`src/rtl/coverfloat_pkg.sv`:
```
`default_nettype none
// ============================================================================
// Module   : coverfloat_pkg
// Purpose  : Shared constants and types for the cover-vector scheduler.
//            Defines the packed cover-vector width, the op-field geometry and
//            the scheduler state encoding.
// Ports    : none (package)
// Revision : 1.0 - initial release
// ============================================================================
package coverfloat_pkg;

  localparam int COVER_VECTOR_WIDTH = 32;
  // The op field occupies the top OP_W bits of a cover vector.
  localparam int OP_W               = 8;
  localparam int OP_LSB             = COVER_VECTOR_WIDTH - OP_W;

  typedef enum logic [1:0] {
    SCH_IDLE  = 2'd0,
    SCH_RUN   = 2'd1,
    SCH_DRAIN = 2'd2,
    SCH_DONE  = 2'd3
  } sched_state_t;

endpackage : coverfloat_pkg
`default_nettype wire

```
`src/rtl/coverfloat_vec_fifo.sv`:
```
`default_nettype none
// ============================================================================
// Module   : coverfloat_vec_fifo
// Purpose  : Synchronous FIFO with a registered head output. The head
//            register always holds the oldest entry while non-empty and
//            keeps its last value once the FIFO drains.
// Ports    : clk, rst_n      - clock / asynchronous active-low reset
//            push, din       - write request and data (ignored when full)
//            pop             - read request (ignored when empty)
//            dout            - registered head entry
//            full, empty     - occupancy flags
// Revision : 1.0 - initial release
// ============================================================================
module coverfloat_vec_fifo #(
  parameter int WIDTH = 8,
  parameter int DEPTH = 8
) (
  input  logic             clk,
  input  logic             rst_n,
  input  logic             push,
  input  logic [WIDTH-1:0] din,
  input  logic             pop,
  output logic [WIDTH-1:0] dout,
  output logic             full,
  output logic             empty
);

  localparam int            AW       = $clog2(DEPTH);
  localparam logic [AW:0]   FULL_CNT = (AW + 1)'(DEPTH);
  localparam logic [AW:0]   ONE_CNT  = (AW + 1)'(1);

  logic [WIDTH-1:0] mem [DEPTH];
  logic [AW-1:0]    wr_ptr;
  logic [AW-1:0]    rd_ptr;
  logic [AW-1:0]    rd_ptr_nxt;
  logic [AW:0]      count;
  logic             do_push;
  logic             do_pop;

  assign empty      = (count == '0);
  assign full       = (count == FULL_CNT);
  assign do_push    = push && !full;
  assign do_pop     = pop && !empty;
  assign rd_ptr_nxt = rd_ptr + AW'(1);

  always_ff @(posedge clk) begin
    if (do_push) begin
      mem[wr_ptr] <= din;
    end
  end

  always_ff @(posedge clk or negedge rst_n) begin
    if (!rst_n) begin
      wr_ptr <= '0;
      rd_ptr <= '0;
      count  <= '0;
    end else begin
      if (do_push) begin
        wr_ptr <= wr_ptr + AW'(1);
      end
      if (do_pop) begin
        rd_ptr <= rd_ptr_nxt;
      end
      unique case ({do_push, do_pop})
        2'b10:   count <= count + ONE_CNT;
        2'b01:   count <= count - ONE_CNT;
        default: count <= count;
      endcase
    end
  end

  // Head register: reload only when the oldest entry changes. When the
  // memory holds nothing beyond the entry leaving, the incoming word goes
  // straight to the head so it is visible the cycle after the push.
  always_ff @(posedge clk or negedge rst_n) begin
    if (!rst_n) begin
      dout <= '0;
    end else if (do_pop && (count > ONE_CNT)) begin
      dout <= mem[rd_ptr_nxt];
    end else if (do_push && (empty || (do_pop && (count == ONE_CNT)))) begin
      dout <= din;
    end
  end

endmodule : coverfloat_vec_fifo
`default_nettype wire

```
`src/rtl/coverfloat_vector_sched.sv`:
```
`default_nettype none
// ============================================================================
// Module   : coverfloat_vector_sched
// Purpose  : Multi-source cover-vector scheduler. Round-robin arbitration
//            across NSRC producers, FIFO buffering, single-handshake delivery
//            to the coverage sampler and start/drain/done run sequencing.
// Optional : COVERFLOAT_OP_FILTER_EN adds op_drop_en / op_drop_code inputs
//            and drop_count output; matching vectors are acknowledged but not
//            buffered.
// Ports    : clk, rst_n             - clock / asynchronous active-low reset
//            start                  - begin or restart a run (IDLE/DONE only)
//            src_valid/vec/last     - per-source offer, source i at [i*VW +: VW]
//            src_ready              - one-hot grant
//            smp_valid/vec/src      - sampler side, smp_ready accepts
//            busy, done             - registered run status
//            vec_count              - vectors delivered this run
// Revision : 1.0 - initial release
// ============================================================================
module coverfloat_vector_sched
  import coverfloat_pkg::*;
#(
  parameter  int NSRC  = 4,
  parameter  int DEPTH = 8,
  parameter  int VW    = COVER_VECTOR_WIDTH,
  localparam int SW    = (NSRC > 1) ? $clog2(NSRC) : 1
) (
  input  logic               clk,
  input  logic               rst_n,
  input  logic               start,
  input  logic [NSRC-1:0]    src_valid,
  input  logic [NSRC*VW-1:0] src_vec,
  input  logic [NSRC-1:0]    src_last,
  output logic [NSRC-1:0]    src_ready,
  output logic               smp_valid,
  output logic [VW-1:0]      smp_vec,
  output logic [SW-1:0]      smp_src,
  input  logic               smp_ready,
  output logic               busy,
  output logic               done,
  output logic [31:0]        vec_count
`ifdef COVERFLOAT_OP_FILTER_EN
  ,
  input  logic               op_drop_en,
  input  logic [OP_W-1:0]    op_drop_code,
  output logic [31:0]        drop_count
`endif
);

  sched_state_t     state;
  sched_state_t     state_nxt;
  logic [SW-1:0]    rr_ptr;
  logic [SW-1:0]    grant_idx;
  logic             grant_any;
  logic [NSRC-1:0]  grant;
  logic [NSRC-1:0]  finished;
  logic [VW-1:0]    xfer_vec;
  logic             xfer_last;
  logic             restart;
  logic             grant_en;
  logic             busy_d;
  logic             done_d;
  logic             drop_hit;
  logic             fifo_push;
  logic             fifo_pop;
  logic             fifo_full;
  logic             fifo_empty;
  logic [SW+VW-1:0] fifo_dout;

  // A start is only meaningful when no run is in flight.
  assign restart = start && ((state == SCH_IDLE) || (state == SCH_DONE));

  // --------------------------------------------------------------------------
  // FSM: state register
  // --------------------------------------------------------------------------
  always_ff @(posedge clk or negedge rst_n) begin
    if (!rst_n) begin
      state <= SCH_IDLE;
    end else begin
      state <= state_nxt;
    end
  end

  // --------------------------------------------------------------------------
  // FSM: next state
  // --------------------------------------------------------------------------
  always_comb begin
    state_nxt = state;
    unique case (state)
      SCH_IDLE:  if (start)       state_nxt = SCH_RUN;
      SCH_RUN:   if (&finished)   state_nxt = SCH_DRAIN;
      SCH_DRAIN: if (fifo_empty)  state_nxt = SCH_DONE;
      SCH_DONE:  if (start)       state_nxt = SCH_RUN;
      default:                    state_nxt = SCH_IDLE;
    endcase
  end

  // --------------------------------------------------------------------------
  // FSM: outputs. busy/done are taken from the next state so the registered
  // copies line up with the state register.
  // --------------------------------------------------------------------------
  always_comb begin
    grant_en = (state == SCH_RUN) && !fifo_full;
    busy_d   = (state_nxt == SCH_RUN) || (state_nxt == SCH_DRAIN);
    done_d   = (state_nxt == SCH_DONE);
  end

  always_ff @(posedge clk or negedge rst_n) begin
    if (!rst_n) begin
      busy <= 1'b0;
      done <= 1'b0;
    end else begin
      busy <= busy_d;
      done <= done_d;
    end
  end

  // --------------------------------------------------------------------------
  // Round-robin arbiter: first eligible source at or above rr_ptr, wrapping.
  // Depends only on src_valid and registered state, never on smp_ready.
  // --------------------------------------------------------------------------
  always_comb begin
    int idx;
    idx       = 0;
    grant     = '0;
    grant_idx = '0;
    grant_any = 1'b0;
    if (grant_en) begin
      for (int k = 0; k < NSRC; k++) begin
        idx = int'(rr_ptr) + k;
        if (idx >= NSRC) begin
          idx = idx - NSRC;
        end
        if (!grant_any && src_valid[idx] && !finished[idx]) begin
          grant_any = 1'b1;
          grant_idx = SW'(idx);
        end
      end
    end
    if (grant_any) begin
      grant[grant_idx] = 1'b1;
    end
  end

  assign src_ready = grant;

  // Select the granted source's vector and last flag.
  always_comb begin
    xfer_vec  = '0;
    xfer_last = 1'b0;
    for (int i = 0; i < NSRC; i++) begin
      if (grant[i]) begin
        xfer_vec  = src_vec[i*VW +: VW];
        xfer_last = src_last[i];
      end
    end
  end

  always_ff @(posedge clk or negedge rst_n) begin
    if (!rst_n) begin
      rr_ptr   <= '0;
      finished <= '0;
    end else if (restart) begin
      rr_ptr   <= '0;
      finished <= '0;
    end else if (grant_any) begin
      rr_ptr   <= (grant_idx == SW'(NSRC - 1)) ? '0 : grant_idx + SW'(1);
      finished <= finished | (grant & {NSRC{xfer_last}});
    end
  end

  // --------------------------------------------------------------------------
  // Optional op filter: dropped vectors are still acknowledged to the source.
  // --------------------------------------------------------------------------
`ifdef COVERFLOAT_OP_FILTER_EN
  assign drop_hit = op_drop_en && (xfer_vec[VW-OP_W +: OP_W] == op_drop_code);

  always_ff @(posedge clk or negedge rst_n) begin
    if (!rst_n) begin
      drop_count <= '0;
    end else if (restart) begin
      drop_count <= '0;
    end else if (grant_any && drop_hit) begin
      drop_count <= drop_count + 32'd1;
    end
  end
`else
  assign drop_hit = 1'b0;
`endif

  // --------------------------------------------------------------------------
  // Buffer and sampler interface
  // --------------------------------------------------------------------------
  assign fifo_push = grant_any && !drop_hit;
  assign fifo_pop  = smp_ready && !fifo_empty;

  coverfloat_vec_fifo #(
    .WIDTH (SW + VW),
    .DEPTH (DEPTH)
  ) u_fifo (
    .clk   (clk),
    .rst_n (rst_n),
    .push  (fifo_push),
    .din   ({grant_idx, xfer_vec}),
    .pop   (fifo_pop),
    .dout  (fifo_dout),
    .full  (fifo_full),
    .empty (fifo_empty)
  );

  assign smp_valid = !fifo_empty;
  assign smp_vec   = fifo_dout[VW-1:0];
  assign smp_src   = fifo_dout[SW+VW-1:VW];

  always_ff @(posedge clk or negedge rst_n) begin
    if (!rst_n) begin
      vec_count <= '0;
    end else if (restart) begin
      vec_count <= '0;
    end else if (fifo_pop) begin
      vec_count <= vec_count + 32'd1;
    end
  end

endmodule : coverfloat_vector_sched
`default_nettype wire
```
`config.mk`:
```
export PLATFORM = sky130hd
export DESIGN_NAME = coverfloat_vector_sched
export DESIGN_NICKNAME = d
export VERILOG_FILES = /design/src/rtl/coverfloat_pkg.sv /design/src/rtl/coverfloat_vec_fifo.sv /design/src/rtl/coverfloat_vector_sched.sv
export SDC_FILE = /design/constraint.sdc
export NUM_CORES = 1
export LEC_CHECK = 0
export CELL_PAD_IN_SITES_DETAIL_PLACEMENT = 1
export CELL_PAD_IN_SITES_GLOBAL_PLACEMENT = 1
export CORE_AREA = 2 2 142 247
export CTS_BUF_LIST = sky130_fd_sc_hd__clkbuf_8
export DETAILED_ROUTE_END_ITERATION = 12
export DIE_AREA = 0 0 144 249
export PLACE_DENSITY = 0.92
export SLEW_MARGIN = 10
export SYNTH_ARGS = -nofsm -noshare
export SYNTH_HDL_FRONTEND = slang
export SYNTH_SLANG_ARGS = --single-unit
```
`constraint.sdc`:
```
create_clock -name clk -period 7.6 [get_ports clk]
set_input_delay 0.76 -clock clk [delete_from_list [all_inputs] [get_ports clk]]
set_output_delay 0.76 -clock clk [all_outputs]
set_load 0.03 [all_outputs]
```
* After elaboration in Yosys (flattened, before gate mapping)
Memory sizes are Yosys's and may differ from the RTL's.
Index checks and enable logic that the tools add are counted.
** Storage, ports and cells
- Output and inout port bits :: 73
- Word-level logic and storage cells :: 156
- Flip-flop bits (word level) :: 86
- Memories kept :: 1
- RAM bits :: 272
- Input port bits :: 140
** Cells by class
- $add $sub $neg :: 13
- Equal/unequal tests :: 11
- $lt $le $gt $ge :: 11
- Multiplexer cells :: 72
- Bitwise gates (word level) :: 2
- Reductions and logical operators :: 36
** Memory list
- u_fifo.mem :: words 8, width 34, rd ports 1, clocked after memory_dff 0, write ports 1, line coverfloat_vec_fifo.sv:32 : logic [WIDTH-1:0] mem [DEPTH];
** Operator list (count)
- 32-bit two-way mux :: 14
- 32-bit by 4-bit less-than comparator with 1-bit output (second input constant) :: 4
- 34-bit two-way mux :: 2
- 32-bit by 1-bit adder with 32-bit output (second input constant) :: 1
- 1-bit two-way mux :: 31
- 2-bit two-way mux :: 11
- 1-bit binary-select mux with 2-bit select :: 8
- 1-bit logical AND :: 16
- 2-bit equality test (second input constant) :: 6
- 4-bit two-way mux :: 3
- 3-bit by 3-bit subtractor with 4-bit output (second input constant) :: 3
- 3-bit greater-or-equal comparator (second input constant) :: 3
- 1-bit logical NOT :: 9
- 4-bit case mux with 2 select lines :: 1
- 2-bit nonzero test :: 4
- 2-bit by 2-bit adder with 3-bit output (second input constant) :: 2
- 3-bit by 1-bit adder with 3-bit output (second input constant) :: 2
- 2-bit by 1-bit equality test with 1-bit output (second input constant) :: 3
- 2-bit case mux with 3 select lines :: 1
- 4-bit by 1-bit adder with 4-bit output (second input constant) :: 1
- 4-bit bitwise AND :: 1
- 4-bit by 1-bit equality test with 1-bit output (second input constant) :: 1
- 4-bit equality test (second input constant) :: 1
- 4-bit by 1-bit > comparator with 1-bit output (second input constant) :: 1
- other kinds (14) :: 16

* Logic depth before layout (Yosys ltp)
Gate-level depths: netlist of the first run.
- Depth after elaboration :: 39
- Mapped depth :: 13
- Gate-level depth less buffers :: 11

* By module
A second synthesis of the first run with hierarchy kept.
** Unflattened totals
- Cells, all modules :: 1311
- Area total of the unflattened synthesis :: 16808.6 µm²
** By module, submodules not included
- coverfloat_vec_fifo :: area each 13289.0 µm², cells an instance 882, sequential area each 9268.9 µm², times used 1
- coverfloat_vector_sched :: area each 3519.6 µm², cells an instance 429, sequential area each 1051.0 µm², times used 1

* Least setup slack after synthesis of the first run
Ideal clock, no wire load.
- Kind :: input-to-reg
- Start :: input port src_valid[2]
- End :: memory u_fifo.mem[2][0] (netlist bit) (enable)
- Required time :: 7.078 ns
- Buffers on the path :: 1
- Library setup time :: 0.522 ns
- Path slack :: 1.967 ns
- Arrival :: 5.111 ns
- Cell stages on the path :: 5
- Path through :: nand2b_1 a41oi_4 inv_2 clkbuf_1 nor4b_1
** Between the ends
- Cells in the longest elaborated chain, start to end :: 24
- Elaborated cells on any way between the ends :: 33
- Classes of those cells :: mux: 22; reduce/logical: 11
** RTL lines
- start, declared :: line coverfloat_vector_sched.sv:30 : input logic [NSRC-1:0] src_valid,
- 1-bit binary-select mux with 2-bit select :: line coverfloat_vector_sched.sv:133 : if (!grant_any && src_valid[idx] && !finished[idx]) begin
- 1-bit two-way mux (implied by the code) (2 in a row) :: line coverfloat_vector_sched.sv:133
- 1-bit logical AND :: line coverfloat_vector_sched.sv:133
- 1-bit two-way mux :: line coverfloat_vector_sched.sv:133
- 1-bit two-way mux :: line coverfloat_vector_sched.sv:127 : if (grant_en) begin
- 1-bit logical NOT :: line coverfloat_vector_sched.sv:133
- 1-bit logical AND (2 in a row) :: line coverfloat_vector_sched.sv:133
- 1-bit two-way mux :: line coverfloat_vector_sched.sv:133
- [... 5 more ...]
- 1-bit two-way mux :: line coverfloat_vector_sched.sv:127
- 1-bit logical NOT :: line coverfloat_vector_sched.sv:133
- 1-bit logical AND (2 in a row) :: line coverfloat_vector_sched.sv:133
- 1-bit two-way mux * :: line coverfloat_vector_sched.sv:133
- 1-bit two-way mux * :: line coverfloat_vector_sched.sv:127
- 1-bit logical AND * :: line coverfloat_vec_fifo.sv:42 : assign do_push = push && !full;
- 1-bit two-way mux * :: line coverfloat_vec_fifo.sv:47 : if (do_push) begin
- 1-bit two-way mux (implied by the code) * :: line coverfloat_vec_fifo.sv:48 : mem[wr_ptr] <= din;
- end, declared :: line coverfloat_vec_fifo.sv:32
Every way passes the cells marked *; elsewhere a longest branch is shown, timed or not. The select of a mux whose other input is x is not followed.

* Worst setup path in the final report of the first run
- Start :: input port src_valid[3]
- End :: output port src_ready[1]
** Between the ends
- Cells in the longest elaborated chain, start to end :: 26
- Elaborated cells on any way between the ends :: 41
- Classes of those cells :: order compare: 2; mux: 28; reduce/logical: 11
** RTL lines
- 1-bit binary-select mux with 2-bit select :: line coverfloat_vector_sched.sv:133
- 1-bit two-way mux (implied by the code) (2 in a row) :: line coverfloat_vector_sched.sv:133
- 1-bit logical AND :: line coverfloat_vector_sched.sv:133
- 1-bit two-way mux :: line coverfloat_vector_sched.sv:133
- 1-bit two-way mux :: line coverfloat_vector_sched.sv:127
- 1-bit logical NOT :: line coverfloat_vector_sched.sv:133
- 1-bit logical AND (2 in a row) :: line coverfloat_vector_sched.sv:133
- 1-bit two-way mux :: line coverfloat_vector_sched.sv:133
- [... 9 more ...]
- 2-bit two-way mux * :: line coverfloat_vector_sched.sv:133
- 2-bit two-way mux * :: line coverfloat_vector_sched.sv:127
- via grant_idx[0] :: line coverfloat_vector_sched.sv:52 : logic [SW-1:0] grant_idx;
- 2-bit by 3-bit less-than comparator with 1-bit output (implied by the code) / 2-bit by 1-bit greater-or-equal comparator with 1-bit output (equally long branches) :: line coverfloat_vector_sched.sv:140 : grant[grant_idx] = 1'b1;
- 1-bit logical AND (implied by the code) :: line coverfloat_vector_sched.sv:140
- 1-bit two-way mux (implied by the code) :: line coverfloat_vector_sched.sv:140
- 1-bit demux with 2-bit select * :: line coverfloat_vector_sched.sv:140
- 4-bit two-way mux * :: line coverfloat_vector_sched.sv:139 : if (grant_any) begin
- end, declared :: line coverfloat_vector_sched.sv:33 : output logic [NSRC-1:0] src_ready,
The timed path passes the listed nets; every way through them passes the cells marked *. The select of a mux whose other input is x is not followed.

==> out/results.env, run 1 <==
DR.FIRST_ITER.DRC_COUNT=1344
CLK_ROOT_BUFFER_CELL='sky130_fd_sc_hd__clkbuf_8'
CLOCK_INSERTION_DELAY_WORST_SKEW_NS=0.62
SYNTH_COMPOUND_GATE_AREA_SHARE=0.0773
HPWLAFTERDP_UM=35500
GRT.OVERFLOW.TOTAL=0
WORST_HOLD_SLACK_NS=0.106
SYNTH_SIMPLE_GATE_AREA_FRAC=0.100
VIAS=11526
FIN_CRIT_NS=5.80
MAX_CAP_VIOLATIONS=0
FIRST_GLOBAL_VIAS=12753
DIEWIDTH_UM=144
DIE_HEIGHT_UM=249
SYNTH.CELLS.MOST_FREQUENT='sky130_fd_sc_hd__edfxtp_1 (272), sky130_fd_sc_hd__nand2_1 (124), sky130_fd_sc_hd__dfrtp_1 (86)'
CLKTRANSATPATHREGS_NS=0.08
SYNTH.LIB_CELLS_USED.DISTINCT=53
WORSTSETUPENDPOINTTYPE='output pin'
COMBINATIONALPOWERSHARE=0.429
YOSYSWARNINGCOUNT=0
WORST-R2R-SETUP-SLACK_NS=2.38
TIMING_WORST_SETUP_PATH_TYPE='primary input to output pin'
LEAKAGE_nW=7.06
FIN_TOTAL_PWR_mW=7.63
DIE-AREA_SQ_UM=35900
CP_DATA_ARRIVAL_TIME_NS=5.04
MAXIMUM_NUMBER_OF_PINS_ON_ONE_NET_BEFORE_GLOBAL_ROUTE_REPAIR=71
NUM_IO_PINS=213
FINISH.UTILIZATION=0.573
ROUTE.DETAILED.VIAS_PER_INST=6.29
HTREE_LEVELS=2
SYN_NETS=1272
FINAL.SETUP.TNS_NS=0
SYNTH_SEQ_AREA_SHARE=0.658
CTS_MAX_PATH_BUFFERS=3
WORSTHOLDPATHTYPE='primary input to async pin'
CRITICAL_PATH_CAPTURE_POINT='src_ready[1]'
R2R-START='finished[3]'
NETLIST_AREA_SQ_UM=15700
FLOORPLAN.ROWS=89
NUM-FILL-CELLS=3288
NUMBER_OF_REGISTER_BITS_INFERRED_BY_SYNTHESIS=358
SEQUENTIALPOWERSHARE=0.376
SYNTH-XOR-AREA-SHARE=0.0212
POST-CTS-SETUP-BUFFERS=0
CORE_SQ_UM=33700
DOMINANTREGCELLSYNTH='sky130_fd_sc_hd__edfxtp_1'
SYNTH-EDFF-COUNT=272
ANTENNA_FOUND_INITIAL=3
INITIAL_UTILIZATION=0.465
FINAL_HOLD_VIOL_COUNT=0
WORST_EP_REQUIRED_TIME_NS=6.84
SYNTH_FA_HA_AREA_FRAC=0.0120
P_INT_mW=4.57
CLOCKPOWERSHARE=0.195
POWERDENSITY_nW_PER_UM2=394
PLACED_CELLS_INCL_TAPS=1737
SWSHARE=0.401
POST-ROUTE-PERIOD-UTIL=0.763
ROUTED_WIRE_LENGTH_PER_INSTANCE_UM=30.0
LAYOUT_SETUP_WS_NS=1.80
GRT_SETUP_UNREPAIRED='false'
TIMING_MAX_TRANSITION_VIOLATIONS_FINAL=0
DESIGN.FINAL.NETS=1490
NUMBER_OF_RESIZED_INSTANCES_IN_THE_POST_CTS_REPAIR_STEP=0
START_KIND='primary input'
PLACE.GP.CONGESTION=0.832
FINCLKSKEW_NS=0.0238
MULTI_INPUT_AREA_SQ_UM=4990
REG2REG_DEPTH=9
FMAX_GHz=0.173
SYNTH.AVG_CELL_AREA_SQ_UM=14.1
POWER.NET_SWITCHING_mW=3.06
IO_BUFFER_COUNT=212
AREA_GROWTH_PCT=23.3
SYNTHMOSTINSTANTIATEDCELL='sky130_fd_sc_hd__edfxtp_1'
STATUS='complete, no violations'
MAX_SLEW_HEADROOM_AT_THE_WORST_PIN=0.218
TIMING_WORST_SLEW_PIN_VALUE_NS=1.17
FINAL-SETUP-VIOL-COUNT=0
ANT_NETS=0
CTS_INSERTED_BUFFERS=51
DRC=0
POST_SYNTH_MAIN_AREA_CONTRIBUTORS='sky130_fd_sc_hd__edfxtp_1 (52%), sky130_fd_sc_hd__dfrtp_1 (14%), sky130_fd_sc_hd__mux4_2 (9.8%), sky130_fd_sc_hd__nand2_1 (3.0%), sky130_fd_sc_hd__a21oi_1 (2.5%)'
SEQ_AREA_SQ_UM=10300
DPL_CELL_AREA_SQ_UM=18400
CTS_HOLD_BUF=0
IR_WORST_VDD_V=0.000317
GRT_USE_TOTAL=0.313
SYNTH.LARGEST_AREA_CELL='sky130_fd_sc_hd__edfxtp_1'
FINAL_CELLS=1832
SYNTHCELLS=1117
CLOCK-SINKS=358
MAIN_COMBINATIONAL_CELL_FAMILY_BY_AREA_AFTER_SYNTHESIS='simple AND/OR/NAND/NOR gates'
WIRE_LENGTH_OF_THE_FIRST_GLOBAL_ROUTING_PASS_UM=81800
POST_PLACEMENT_SETUP_SLACK_NS=2.05
SYNTH_MUX_AREA_FRAC=0.100
SHARE_OF_FINAL_LAYOUT_STANDARD_CELLS_STRONGER_THAN_DRIVE_STRENGTH_1=0.139
DRT_WL_TOTAL_UM=55000
CRITICAL_PATH.STARTPOINT='src_valid[3]'
SYNTH_TOP_AREA_FRAC=0.520
FINISH.INSTANCE_AREA_SQ_UM=19300
DRT_PASS1_ITERATIONS=5
CRITICAL_PATH.REG2REG.ENDPOINT='u_fifo.dout[27]'
CTS_TREE='done'
SYNTH-ASYNC-RESET-RATIO=0.240
TIMING.CRITICAL_PATH.FANOUT_MAX=39
-- routing by layer --
layer / wire length, um / track usage / vias to the layer above
li1: - / - / 4662
met1: 17600 / 0.343 / 5840
met2: 28300 / 0.530 / 799
met3: 4710 / 0.0625 / 225
met4: 4410 / 0.231 / 0
met5: 0 / 0 / -
-- cell usage in the layout, fill, tap and decap left out, drive strengths merged, types with 4 or more instances in the layout --
cell type / synthesis / final
nor3: 38 / 38
clkinv: 0 / 16
xor2: 30 / 30
clkdlybuf4s50: 0 / 211
nand2: 125 / 125
nand3: 50 / 50
clkbuf: 57 / 54
or3: 5 / 5
inv: 44 / 63
nand4: 16 / 16
xnor2: 8 / 8
edfxtp: 272 / 272
nand2b: 4 / 4
nor2: 76 / 76
buf: 19 / 30
a211oi: 33 / 33
mux4: 68 / 68
o21ai: 13 / 13
o221a: 32 / 32
dfrtp: 86 / 86
a21oi: 78 / 78
and2: 7 / 7
ha: 15 / 15
nor2b: 4 / 4
-- registers in the layout, indices dropped and copies added, names as in the netlist --
register and cells:
u_fifo.mem 272, finished 4, done 1, u_fifo.dout 34, u_fifo.wr_ptr 3, busy 1
rr_ptr 2, u_fifo.count 4, u_fifo.rd_ptr 3, vec_count 32, state 2
-- worst min-delay path by stage --
| stage | startpoint | end | slack (ns) | cells after the start |
|---|---|---|---|---|
| detailed placement | u_fifo.dout[32] | u_fifo.dout[32] | 0.53 | 1 |
| global placement | u_fifo.rd_ptr[1] | u_fifo.rd_ptr[1] | 0.50 | 1 |
| CTS | rst_n | rr_ptr[1] | 0.11 | 1 |
| finish | rst_n | finished[3] | 0.11 | 1 |
| global route | rst_n | finished[1] | 0.13 | 1 |
| floorplan | rst_n | busy | 0.46 | 0 |
-- cell type report --
type	instances	area share
diodes	3	0.000388
well taps	455	0.0294
repair buffers	241	0.121
inverters	44	0.00854
clock buffers	54	0.0384
clock inverters	38	0.0110
flip-flops and latches	358	0.534
multi-input cells	639	0.258
-- kinds of logic after synthesis --
group           count (synthesis)
simple gates                  342
mux                            72
flops                         358
compound gates                172
xor+xnor                       38
buf+inv                       120
fa+ha+maj                      15
-- power by group through the flow --
stage                     sequential, mW  combinational [mW]  clock (mW)
after floorplan                     2.94                1.90           0
after global placement              2.86                2.99           0
after detailed placement            2.90                3.18           0
after CTS                           2.86                3.24        1.50
after global routing                2.90                3.44        1.58
final                               2.87                3.27        1.49
-- critical path, cell delays in order --
cell and delay [ns]:
sky130_fd_sc_hd__clkdlybuf4s50_1 0.53, sky130_fd_sc_hd__nor2b_1 0.44, sky130_fd_sc_hd__o221ai_1 0.23, sky130_fd_sc_hd__a22oi_1 0.44
sky130_fd_sc_hd__nor2b_1 0.69, sky130_fd_sc_hd__ha_2 0.99, sky130_fd_sc_hd__and2_1 0.25, sky130_fd_sc_hd__clkdlybuf4s50_1 0.68
(Power assumes the default switching activity.)
==> inputs of run 2 (changes only) <==
CORE_AREA = 2 2 150 261   (was 2 2 142 247)
DIE_AREA = 0 0 152 263   (was 0 0 144 249)
PLACE_DENSITY = 0.88   (was 0.92)
clock period = 5 ns   (was 7.6 ns; I/O delays follow)
==> out/results.env, run 2 (synthesized netlist as in run 1, its figures left out) <==
TIMING_WORST_SETUP_PATH_TYPE='register to output pin'
START_KIND='register'
DESIGN.FINAL.NETS=1506
CTS_MAX_PATH_BUFFERS=3
PLACE.GP.CONGESTION=0.847
NUM_IO_PINS=213
ROUTED_WIRE_LENGTH_PER_INSTANCE_UM=27.4
DPL_CELL_AREA_SQ_UM=18500
DRT_WL_TOTAL_UM=51400
TIMING.CRITICAL_PATH.FANOUT_MAX=36
FLOORPLAN.ROWS=94
POST-CTS-SETUP-BUFFERS=0
DRC=0
DIE-AREA_SQ_UM=40000
TIMING_WORST_SLEW_PIN_VALUE_NS=1.23
SWSHARE=0.384
CLK_ROOT_BUFFER_CELL='sky130_fd_sc_hd__clkbuf_8'
DIEWIDTH_UM=152
MAX_SLEW_HEADROOM_AT_THE_WORST_PIN=0.177
WORST_EP_REQUIRED_TIME_NS=4.50
CP_DATA_ARRIVAL_TIME_NS=4.02
GRT_USE_TOTAL=0.259
LAYOUT_TOP_REGISTERS='u_fifo.mem: 272 flops, u_fifo.dout: 34 flops, vec_count: 32 flops'
P_INT_mW=7.34
POST-ROUTE-PERIOD-UTIL=0.905
ANT_NETS=0
LARGEST_REG_FLOPS=272
CORE_SQ_UM=37800
FINISH.INSTANCE_AREA_SQ_UM=19700
WORSTSETUPENDPOINTTYPE='output pin'
MAXIMUM_NUMBER_OF_PINS_ON_ONE_NET_BEFORE_GLOBAL_ROUTE_REPAIR=71
IO_BUFFER_COUNT=212
ROUTE.DETAILED.VIAS_PER_INST=5.94
GRT.OVERFLOW.TOTAL=0
SEQUENTIALPOWERSHARE=0.364
FINAL_HOLD_VIOL_COUNT=0
CLOCKPOWERSHARE=0.219
GRT_SETUP_UNREPAIRED='false'
TIMING_MAX_TRANSITION_VIOLATIONS_FINAL=0
CTS_TREE='done'
ANTENNA_FOUND_INITIAL=3
POWERDENSITY_nW_PER_UM2=604
IR_WORST_VDD_V=0.000357
HTREE_LEVELS=2
SHARE_OF_FINAL_LAYOUT_STANDARD_CELLS_STRONGER_THAN_DRIVE_STRENGTH_1=0.159
LEAKAGE_nW=7.21
FINAL-SETUP-VIOL-COUNT=0
CLKTRANSATPATHREGS_NS=0.07
CLOCK-SINKS=358
HPWLAFTERDP_UM=32800
INITIAL_UTILIZATION=0.416
LAYOUT_COMMONEST_CELL='sky130_fd_sc_hd__edfxtp_1'
FIRST_GLOBAL_VIAS=12423
DR.FIRST_ITER.DRC_COUNT=1036
NUMBER_OF_RESIZED_INSTANCES_IN_THE_POST_CTS_REPAIR_STEP=0
FINCLKSKEW_NS=0.0300
AREA_GROWTH_PCT=25.6
MAX_CAP_VIOLATIONS=0
CTS_HOLD_BUF=1
DIE_HEIGHT_UM=263
CLOCK_INSERTION_DELAY_WORST_SKEW_NS=0.62
POWER.NET_SWITCHING_mW=4.57
STATUS='complete, no violations'
DRT_PASS1_ITERATIONS=5
VIAS=11131
TOP_REGISTER='u_fifo.mem'
FMAX_GHz=0.221
WIRE_LENGTH_OF_THE_FIRST_GLOBAL_ROUTING_PASS_UM=78800
FIN_CRIT_NS=4.52
MOST-COMMON-LAYOUT-CELLS='sky130_fd_sc_hd__edfxtp_1 (272), sky130_fd_sc_hd__clkdlybuf4s50_1 (211), sky130_fd_sc_hd__nand2_1 (124), sky130_fd_sc_hd__dfrtp_1 (85), sky130_fd_sc_hd__a21oi_1 (77)'
WORSTHOLDPATHTYPE='primary input to async pin'
CTS_INSERTED_BUFFERS=52
FINAL.SETUP.TNS_NS=0
COMBINATIONALPOWERSHARE=0.417
-- run 2: cell count changes in the layout (fill, tap and decap cells not counted), moves of 2 or more --
cell,delta
sky130_fd_sc_hd__inv_1,-12
sky130_fd_sc_hd__clkinv_2,+4
sky130_fd_sc_hd__clkinv_1,-2
sky130_fd_sc_hd__clkbuf_8,+8
sky130_fd_sc_hd__buf_12,+2
sky130_fd_sc_hd__bufinv_16,+4
sky130_fd_sc_hd__buf_4,+12
-- run 2: critical path, stage by stage, from the launching register on --
cell and delay, ns:
sky130_fd_sc_hd__dfrtp_1 0.39, sky130_fd_sc_hd__nand2b_1 0.29, sky130_fd_sc_hd__o21ai_0 0.17, sky130_fd_sc_hd__a21oi_1 0.25
sky130_fd_sc_hd__o2bb2ai_1 0.14, sky130_fd_sc_hd__nor2_1 0.54, sky130_fd_sc_hd__ha_1 0.30, sky130_fd_sc_hd__buf_4 0.43
sky130_fd_sc_hd__and2_1 0.21, sky130_fd_sc_hd__clkdlybuf4s50_1 0.67
-- run 2: final cells by class --
cell class,instances,area (sq um)
Timing Repair Buffer,256,2480
Inverter,44,165
Fill cell,3747,18000
Clock buffer,62,853
Antenna cell,3,7.51
Sequential cell,358,10300
Multi-Input combinational cell,639,4980
Tap cell,480,601
Clock inverter,33,308
-- run 2: layer usage --
layer | global-route usage | share of wire | vias to the layer above
li1 | - | - | 4697
met1 | 0.280 | 0.34 | 5715
met2 | 0.471 | 0.54 | 549
met3 | 0.0413 | 0.057 | 170
met4 | 0.157 | 0.067 | 0
met5 | 0 | 0 | -
-- run 2: worst paths after layout --
check | endpoint | start | depth (start not counted) | slack, ns
worst max-delay path | src_ready[2] | finished[1] | 9 | 0.48
worst min-delay path | vec_count[16] | rst_n | 2 | 0.44
worst max register to register | u_fifo.dout[25] | finished[2] | 9 | 0.71
worst min register to register | u_fifo.dout[32] | u_fifo.dout[32] | 1 | 0.54
max in group asynchronous | u_fifo.dout[4] | rst_n | 3 | 3.37
min in group clk | u_fifo.dout[32] | u_fifo.dout[32] | 1 | 0.54
-- run 2: power groups by stage --
| stage | Combinational (mW) | Sequential, mW | Clock (mW) |
|---|---|---|---|
| 4_1_cts | 4.96 | 4.34 | 2.65 |
| 3_3_place_gp | 4.62 | 4.34 | 0 |
| 6_report | 4.96 | 4.33 | 2.61 |
| 5_1_grt | 5.27 | 4.39 | 2.76 |
| 2_1_floorplan | 2.89 | 4.47 | 0 |
| 3_5_place_dp | 4.86 | 4.38 | 0 |
-- run 2: metrics by stage --
stage | std cells | util | worst slack (ns) | hold WS (ns) | power [mW]
final | 1875 | 0.522 | 0.476 | 0.435 | 11.9
after global routing | 1875 | 0.522 | 0.238 | 0.502 | 12.4
after CTS | 1872 | 0.522 | 0.534 | 0.443 | 11.9
after detailed placement | 1776 | 0.491 | 0.324 | 0.514 | 9.24
after global placement | 1776 | 0.491 | 0.593 | 0.487 | 8.96
after floorplan | 1117 | - | 0.697 | 0.204 | 7.36
==> inputs of run 3 (changes only) <==
CAP_MARGIN = 20   (was default)
==> out/results.env, run 3 (synthesized netlist as in run 1, its figures left out) <==
STATUS='complete, no violations'
DIE_HEIGHT_UM=263
NUMBER_OF_RESIZED_INSTANCES_IN_THE_POST_CTS_REPAIR_STEP=0
DRT_PASS1_ITERATIONS=7
SEQUENTIALPOWERSHARE=0.362
NUM-FILL-CELLS=3736
FINAL_HOLD_VIOL_COUNT=0
DRT_WL_TOTAL_UM=51800
CLOCK-SINKS=358
CLOCK_INSERTION_DELAY_WORST_SKEW_NS=0.62
LAYOUT_COMMONEST_CELL='sky130_fd_sc_hd__edfxtp_1'
FLOORPLAN.ROWS=94
FIRST_GLOBAL_VIAS=12423
NUM_IO_PINS=213
CTS_MAX_PATH_BUFFERS=3
DR.FIRST_ITER.DRC_COUNT=963
SEQ_AREA_SQ_UM=10300
WORST_HOLD_SLACK_NS=0.430
CLOCKPOWERSHARE=0.218
IO_BUFFER_COUNT=212
CRITICAL_PATH.REG2REG.ENDPOINT='u_fifo.dout[19]'
FIN_TOTAL_PWR_mW=12.0
REG2REG_DEPTH=10
DESIGN.FINAL.NETS=1512
START_KIND='register'
TIMING_WORST_SLEW_PIN_VALUE_NS=1.10
ROUTE.DETAILED.VIAS_PER_INST=5.96
WORST_EP_REQUIRED_TIME_NS=4.50
SWSHARE=0.384
CLKTRANSATPATHREGS_NS=0.07
GRT.OVERFLOW.TOTAL=0
FINCLKSKEW_NS=0.0355
DIE-AREA_SQ_UM=40000
HTREE_LEVELS=2
AREA_GROWTH_PCT=26.0
VIAS=11205
POWERDENSITY_nW_PER_UM2=605
FMAX_GHz=0.220
WORSTHOLDPATHTYPE='primary input to async pin'
WORSTSETUPENDPOINTTYPE='output pin'
WIRE_LENGTH_OF_THE_FIRST_GLOBAL_ROUTING_PASS_UM=78800
IR_WORST_VDD_V=0.000359
R2R-START='finished[1]'
LARGEST_REG_FLOPS=272
TOP_REGISTER='u_fifo.mem'
MAX_CAP_VIOLATIONS=0
TIMING_MAX_TRANSITION_VIOLATIONS_FINAL=0
CP_DATA_ARRIVAL_TIME_NS=4.04
MULTI_INPUT_AREA_SQ_UM=4980
DRC=0
CORE_SQ_UM=37800
POWER.NET_SWITCHING_mW=4.60
LAYOUT_TOP_REGISTERS='u_fifo.mem: 272 flops, u_fifo.dout: 34 flops, vec_count: 32 flops'
TIMING.CRITICAL_PATH.FANOUT_MAX=36
ROUTED_WIRE_LENGTH_PER_INSTANCE_UM=27.5
DIEWIDTH_UM=152
ANT_NETS=0
INITIAL_UTILIZATION=0.416
CLK_ROOT_BUFFER_CELL='sky130_fd_sc_hd__clkbuf_8'
WORST-R2R-SETUP-SLACK_NS=0.85
GRT_USE_TOTAL=0.259
MOST-COMMON-LAYOUT-CELLS='sky130_fd_sc_hd__edfxtp_1 (272), sky130_fd_sc_hd__clkdlybuf4s50_1 (211), sky130_fd_sc_hd__nand2_1 (124), sky130_fd_sc_hd__dfrtp_1 (85), sky130_fd_sc_hd__a21oi_1 (77)'
PLACED_CELLS_INCL_TAPS=1776
COMBINATIONALPOWERSHARE=0.420
GRT_SETUP_UNREPAIRED='false'
TIMING_WORST_SETUP_PATH_TYPE='register to output pin'
FINAL-SETUP-VIOL-COUNT=0
CTS_INSERTED_BUFFERS=52
CTS_TREE='done'
MAXIMUM_NUMBER_OF_PINS_ON_ONE_NET_BEFORE_GLOBAL_ROUTE_REPAIR=71
HPWLAFTERDP_UM=32800
CPPEAKSTAGEDELAY_NS=0.67
P_INT_mW=7.37
LEAKAGE_nW=7.24
FIN_CRIT_NS=4.54
PLACE.GP.CONGESTION=0.847
FINAL.SETUP.TNS_NS=0
ANTENNA_FOUND_INITIAL=3
POST-CTS-SETUP-BUFFERS=0
MAX_SLEW_HEADROOM_AT_THE_WORST_PIN=0.263
FINAL_CELLS=1881
CPMAXSTAGEDELAYCELL='sky130_fd_sc_hd__clkdlybuf4s50_1'
SHARE_OF_FINAL_LAYOUT_STANDARD_CELLS_STRONGER_THAN_DRIVE_STRENGTH_1=0.162
CP_CELL_SEQUENCE='nand2b_1 > o21ai_0 > a21oi_1 > o2bb2ai_1 > nor2_1 > ha_1 > buf_4 > and2_1 > clkdlybuf4s50_1'
POST-ROUTE-PERIOD-UTIL=0.908
-- run 3: cell count changes in the layout (fill, tap and decap cells not counted), sizes merged --
cell	change
buf	+2
clkbuf	+4
-- run 3: stage by stage --
step	area, sq um	worst slack [ns]	util
finish	19800	0.460	0.524
global route	19800	0.238	0.524
CTS	19700	0.534	0.522
detailed placement	18500	0.324	0.491
global placement	18500	0.593	0.491
floorplan	15700	0.697	-
-- run 3: per-layer routing --
| metal | up-vias | routed length [um] | GRT usage | part of all wire |
|---|---|---|---|---|
| met5 | - | 0 | 0 | 0 |
| met4 | 0 | 3230 | 0.157 | 0.062 |
| met3 | 157 | 3100 | 0.0413 | 0.060 |
| met2 | 577 | 28100 | 0.471 | 0.54 |
| met1 | 5760 | 17300 | 0.280 | 0.33 |
| li1 | 4711 | - | - | - |
-- run 3: layout make-up --
cell class                 instances  share of cell area
tap                              480              0.0304
timing repair buffer             262               0.128
sequential                       358               0.522
multi-input combinational        639               0.252
clock inverter                    33              0.0156
antenna                            3            0.000380
clock buffer                      62              0.0432
inverter                          44             0.00835
-- run 3: worst max-delay path: cells and delay by family (launching register included) --
kind / cells / cell delay, ns
simple gates: 3 / 1.04
fa+ha+maj: 1 / 0.30
flops: 1 / 0.39
compound gates: 3 / 0.56
buf+inv: 2 / 1.10
-- run 3: power by group through the flow --
stage	combinational (mW)	sequential [mW]	clock, mW
2_1_floorplan	2.89	4.47	0
3_3_place_gp	4.62	4.34	0
3_5_place_dp	4.86	4.38	0
4_1_cts	4.96	4.34	2.65
5_1_grt	5.31	4.38	2.76
6_report	5.02	4.33	2.61
-- run 3: repair_timing --
action                                  4_1_cts  5_1_grt
endpoints found under the hold margin        44        0
endpoints found under the setup margin        0        0
hold buffers                                  1        0
-- run 3: worst max path at each step --
| stage | start | end | slack, ns | cells after the start |
|---|---|---|---|---|
| 2_1_floorplan | u_fifo.count[0] | u_fifo.mem[6][0] | 0.70 | 8 |
| 3_3_place_gp | src_valid[3] | u_fifo.dout[21] | 0.59 | 10 |
| 3_5_place_dp | src_valid[3] | u_fifo.dout[25] | 0.32 | 10 |
| 4_1_cts | finished[1] | src_ready[2] | 0.53 | 9 |
| 5_1_grt | finished[1] | src_ready[2] | 0.24 | 9 |
| 6_report | finished[1] | src_ready[2] | 0.46 | 9 |
==> RTL change 1, RTL diff (flow settings as in run 2) <==
Compare `count` against `FULL_CNT` with >= in place of ==.
--- a/src/rtl/coverfloat_vec_fifo.sv
+++ b/src/rtl/coverfloat_vec_fifo.sv
@@ -39,5 +39,5 @@
 
   assign empty      = (count == '0);
-  assign full       = (count == FULL_CNT);
+  assign full       = (count >= FULL_CNT);
   assign do_push    = push && !full;
   assign do_pop     = pop && !empty;
Function: same outputs for any inputs over 4 cycles, from zero or initial values and one cycle with rst_n low; that may be too few to reach the edited logic, so the function may still have changed.
==> RTL change 1 against run 2 <==
Synthesized area is 1.3% lower; critical path depth stayed put; cell count is 2.2% lower; sequential cell count stayed put; total power is 12% lower; setup slack worse by 0.12 ns; synthesized cell count is 3.2% lower; cell area is 1.9% lower; wire length is 11% lower; count of clock-buffer cells in the layout is 8 lower; highest routed layer unchanged.
==> RTL change 1: results (changes against run 2) <==
Place
  – Dpl ws: 0.486 ns (+0.162 ns)
  – Number of placed instances, taps included: 1736 (-2.3%)
  – RD Place Congestion: 0.869 (+2.6%)
  – Dpl hpwl: 30.7 mm (-6.6%)

Synth
  – Post-synth top cells: edfxtp_1 (272), nand2_1 (89), dfrtp_1 (86)
  – Largest cells by area after synthesis: edfxtp_1 (53%), dfrtp_1 (14%), mux4_2 (9.9%)
  – Post-synthesis sequential area ratio: 66.6% (+0.85 points)
  – Syn_nets: 1236 (-2.8%)
  – Async SR Flop Fraction: 24.0% (unchanged)
  – Post-synthesis cell count: 1081 (-3.2%)
  – Post-synth top flop: edfxtp_1

Route
  – WL/cell: 25.0 um (-8.9%)
  – Final wirelength: 45.8 mm (-11%)
  – 1st-iter DRT viols: 690 (-33%)
  – Number of iterations in the first detailed-routing pass: 7 (+2)
  – Vias: 10600 (-4.7%)

Status
  – Outcome: complete, no violations

Layout
  – Fill cells: 3737 (-0.27%)
  – Share of layout cells above drive strength 1: 14.7% (-1.2 points)
  – Nets: 1464 (-2.8%)

Global route
  – First-pass GRT wire length: 70.0 mm (-11%)
  – Largest net degree at the start of global routing: 70 (-1.4%)
  – GRT Overall Usage: 22.9% (-2.9 points)
  – Number of global-route vias before repair: 11900 (-4.2%)
  – Antenna violations before repair: 1 (-2)

Clock tree
  – Worst skew pair latency: 0.60 ns (-0.02 ns)
  – Num CTS Buffers: 51 (-1.9%)
  – Post-cts resize count: 0 (unchanged)
  – CTS HTree Levels: 2 (unchanged)

Worst setup path
  – CP Max Fanout: 26 (-28%)
  – Crit path arrival time: 4.14 ns (+0.12 ns)
  – R2R setup slack: 1.25 ns (+0.54 ns)

Timing
  – Fin Hold WS: 0.0617 ns (-0.374 ns)
  – Layout Skew: 0.0153 ns (-0.0147 ns)
  – Worst Max-Slew Pin Slew: 1.11 ns (-0.120 ns)
  – Worst setup margin: 0.356 ns (-0.120 ns)

Pwr
  – Worst vdd ir: 0.379 mV (+6.2%)
  – Leak Pwr: 7.01 nW (-2.8%)
  – NetSw: 0.00380 W (-17%)
[RTL change 1: changes by cell type in the layout (fill, tap and decap cells not counted), sizes merged, moves of 32 or more]
cell | before | now
o211ai | 0 | 33
a22oi | 1 | 65
nand3 | 50 | 13
nand2 | 125 | 89
a211oi | 33 | 1
o221a | 32 | 0
[RTL change 1: logic make-up after synthesis]
kind of cell / count (synthesis) / share of synthesized area, %
and+or+nand+nor: 250 / 7.59
AOI/OAI and AO/OA: 237 / 9.63
xor gates and xnor gates: 37 / 2.09
buffers and inverters: 114 / 2.84
adders and majority gates: 15 / 1.21
muxes: 70 / 10.0
DFF: 358 / 66.6
[RTL change 1: layout make-up]
type,instances,share of cell area [%]
multi-input combinational,609,25.0
antenna,1,0.0129
clock buffer,54,3.84
clock inverter,42,1.49
tap,480,3.11
timing repair buffer,241,12.2
sequential,358,53.4
inverter,48,0.932
[RTL change 1: critical path, delay by kind of cell (launching register included)]
family | cells | cell delay (ns)
buf+inv | 3 | 1.43
fa+ha+maj | 1 | 0.60
simple gates | 2 | 0.48
compound gates | 3 | 0.63
flops | 1 | 0.42
[RTL change 1: through the flow]
| stage | cell area, um^2 | util, % |
|---|---|---|
| 2_1_floorplan | 15500 | - |
| 3_3_place_gp | 18300 | 48.5 |
| 3_5_place_dp | 18300 | 48.5 |
| 4_1_cts | 19300 | 51.2 |
| 5_1_grt | 19300 | 51.2 |
| 6_report | 19300 | 51.2 |
[RTL change 1: per-layer routing]
layer,routed length (um),GRT usage [%],vias up
li1,-,-,4596
met1,16100,24.6,5468
met2,25400,43.5,421
met3,2280,3.57,124
met4,1980,11.0,0
met5,0,0,-
[RTL change 1: power by group through the flow]
stage               combinational (W)  sequential (W)  clock (W)
detailed placement            0.00404         0.00416          0
finish                        0.00402         0.00410    0.00232
CTS                           0.00406         0.00411    0.00237
global route                  0.00430         0.00415    0.00249
global placement              0.00383         0.00412          0
floorplan                     0.00236         0.00429          0
[RTL change 1: worst paths after layout]
path / startpoint / endpoint / cells past startpoint
worst max-delay path: finished[2] / src_ready[1] / 9
worst min-delay path: rst_n / u_fifo.dout[3] / 1
worst max register to register: finished[2] / u_fifo.mem[7][15] / 11
worst min register to register: u_fifo.dout[4] / u_fifo.dout[4] / 2
max in group asynchronous: rst_n / u_fifo.rd_ptr[0] / 2
min in group clk: u_fifo.dout[4] / u_fifo.dout[4] / 2
==> RTL change 2, RTL diff (config.mk and constraints of run 2) <==
Made on the original files. Set the package constant `COVER_VECTOR_WIDTH` to 40 (it was 32).
--- a/src/rtl/coverfloat_pkg.sv
+++ b/src/rtl/coverfloat_pkg.sv
@@ -10,5 +10,5 @@
 package coverfloat_pkg;
 
-  localparam int COVER_VECTOR_WIDTH = 32;
+  localparam int COVER_VECTOR_WIDTH = 40;
   // The op field occupies the top OP_W bits of a cover vector.
   localparam int OP_W               = 8;
Interface: changed (resized smp_vec and src_vec); port bits go from 213 to 253. No check against the original RTL was run, so the function may have changed too.
==> RTL change 2 against run 2 <==
The run now ends with hold timing left; sequential cell count is 72 higher; setup slack got worse by 0.012 ns; clock power up 13%; cell area is 20% higher; synthesized area up 22%; wire length up 21%; total power grew 23%.
==> RTL change 2: results (changes against run 2) <==
Place
  – RD Place Congestion: 0.846 (about the same)
  – Number of placed instances, taps included: 2025 (+14%)
  – PortBufs: 252 (+19%)
  – Dpl hpwl: 36.9 mm (+13%)

Global route
  – Number of global-route vias before repair: 15200 (+22%)
  – Antenna violations before repair: 3 (unchanged)
  – Largest net degree at the start of global routing: 61 (-14%)
  – GRT Overall Usage: 30.7% (+4.9 points)
  – First-pass GRT wire length: 93.0 mm (+18%)

Pwr
  – Leak Pwr: 8.55 nW (+19%)
  – Worst vdd ir: 0.539 mV (+51%)

Route
  – Via-to-Cell Ratio: 6.33 (+6.6%)
  – Met1 Wirelength: 21.9 mm (+27%)
  – Vias: 13500 (+21%)
  – WL/cell: 29.0 um (+5.9%)
  – 1st-iter DRT viols: 1083 (+4.5%)
  – Met3 Wirelength: 4.07 mm (+39%)
  – DR top layer: met4
  – Met2 Wirelength: 33.0 mm (+19%)

Timing
  – Worst Max-Slew Pin Slew: 1.19 ns (-0.0400 ns)
  – Fin Hold WS: -0.0137 ns (-0.449 ns)
  – Layout Skew: 0.0410 ns (+0.0109 ns)
  – Fin. Hold Viols: 3 (+3)

Clock tree
  – Worst skew pair latency: 0.65 ns (+0.03 ns)
  – CTS HTree Levels: 2 (unchanged)
  – Clock tree buffer depth: 3 (unchanged)
  – Clk slew on worst S/H paths: around 0.080 ns
  – Num CTS Buffers: 58 (+12%)
  – Post-cts resize count: 0 (unchanged)

Synth
  – Post-synthesis cell count: 1360 (+22%)
  – Post-synth EDFFs: 336 (+24%)
  – Post-synthesis sequential area ratio: 64.8% (-0.97 points)
  – Async SR Flop Fraction: 21.9% (-2.2 points)
  – Ys Warns: 0 (unchanged)
  – Syn_nets: 1547 (+22%)
  – Largest cells by area after synthesis: edfxtp_1 (53%), dfrtp_1 (12%), mux4_2 (5.2%)
  – Unique masters post-synth: 50 (-5.7%)
  – Post-synth top cells: edfxtp_1 (336), dfrtp_1 (94), mux2i_1 (84)

Status
  – Outcome: complete, but fails checks
  – Failing checks: hold timing

Layout
  – Share of layout cells above drive strength 1: 12.3% (-3.5 points)
  – Fill cells: 3505 (-6.5%)
  – Biggest regs: u_fifo.mem x336, u_fifo.dout x42, vec_count x32
  – Nets: 1792 (+19%)

Worst setup path
  – CP Max Fanout: 56 (+56%)
  – Worst path slowest cell: nor3_1
  – Max incr delay on CP: 0.85 ns (+0.18 ns)
  – Crit path arrival time: 5.09 ns (+1.07 ns)
  – CP delay by family, top: simple AND/OR/NAND/NOR gates
==> RTL change 2: changes by cell type in the layout (fill, tap and decap cells not counted), moves of 40 or more <==
cell / before / now
a21oi_1: 77 / 14
nand2_1: 124 / 67
a211o_1: 0 / 40
nor3b_1: 0 / 40
nand3_1: 50 / 10
edfxtp_1: 272 / 336
o211ai_1: 0 / 80
nand3b_1: 0 / 41
clkdlybuf4s50_1: 211 / 251
mux2i_1: 3 / 84
==> RTL change 2: layout make-up <==
| class | count | share of cell area (%) |
|---|---|---|
| Timing Repair Buffer | 291 | 12.2 |
| Inverter | 55 | 0.871 |
| Sequential cell | 430 | 52.5 |
| Antenna cell | 3 | 0.0317 |
| Clock buffer | 66 | 3.83 |
| Multi-Input combinational cell | 769 | 26.4 |
| Tap cell | 480 | 2.53 |
| Clock inverter | 43 | 1.59 |
==> RTL change 2: stage by stage <==
step	power [W]	hold WS [ns]	util (%)	instance area, um^2	setup slack (ns)
5_1_grt	0.0152	0.0351	62.8	23700	0.260
2_1_floorplan	0.00934	0.204	-	19200	0.0775
3_3_place_gp	0.0113	0.515	59.3	22400	0.923
3_5_place_dp	0.0116	0.514	59.3	22400	0.595
4_1_cts	0.0147	0.0243	62.7	23700	0.564
6_report	0.0147	-0.0137	62.8	23700	0.464
==> RTL change 2: worst paths after layout <==
kind	to	slack, ns	cells past startpoint	from
max	u_fifo.dout[9]	0.46	13	u_fifo.count[0]
min	vec_count[13]	-0.01	1	rst_n
max reg2reg	u_fifo.dout[9]	0.46	13	u_fifo.count[0]
min reg2reg	u_fifo.dout[38]	0.56	2	u_fifo.dout[38]
max in group asynchronous	u_fifo.dout[12]	3.86	2	rst_n
min in group clk	u_fifo.dout[38]	0.56	2	u_fifo.dout[38]
==> RTL change 2: logic make-up (layout without fill, tap and decap cells) <==
kind of cell | count (synthesis) | count (layout) | share of synthesized area [%]
flops | 430 | 430 | 64.8
xor+xnor | 34 | 34 | 1.55
mux | 129 | 129 | 9.60
other cells | 0 | 3 | 0
buf+inv | 161 | 455 | 3.33
fa+ha+maj | 15 | 15 | 0.977
compound gates | 246 | 246 | 9.49
simple gates | 345 | 345 | 10.3
==> RTL change 2: routing by layer <==
layer	GRT usage, %	vias up
met1	34.5	6893
met3	5.15	172
met2	55.1	726
met4	17.3	0
met5	0	-
li1	-	5728
==> RTL change 2: report_power, final <==
group	switching [W]	leakage (nW)	internal (W)	total, W
Clock	0.00138	0.690	0.00158	0.00296
Combinational	0.00394	3.56	0.00266	0.00660
Sequential	0.000390	4.29	0.00473	0.00512
Total	0.00571	8.55	0.00897	0.0147
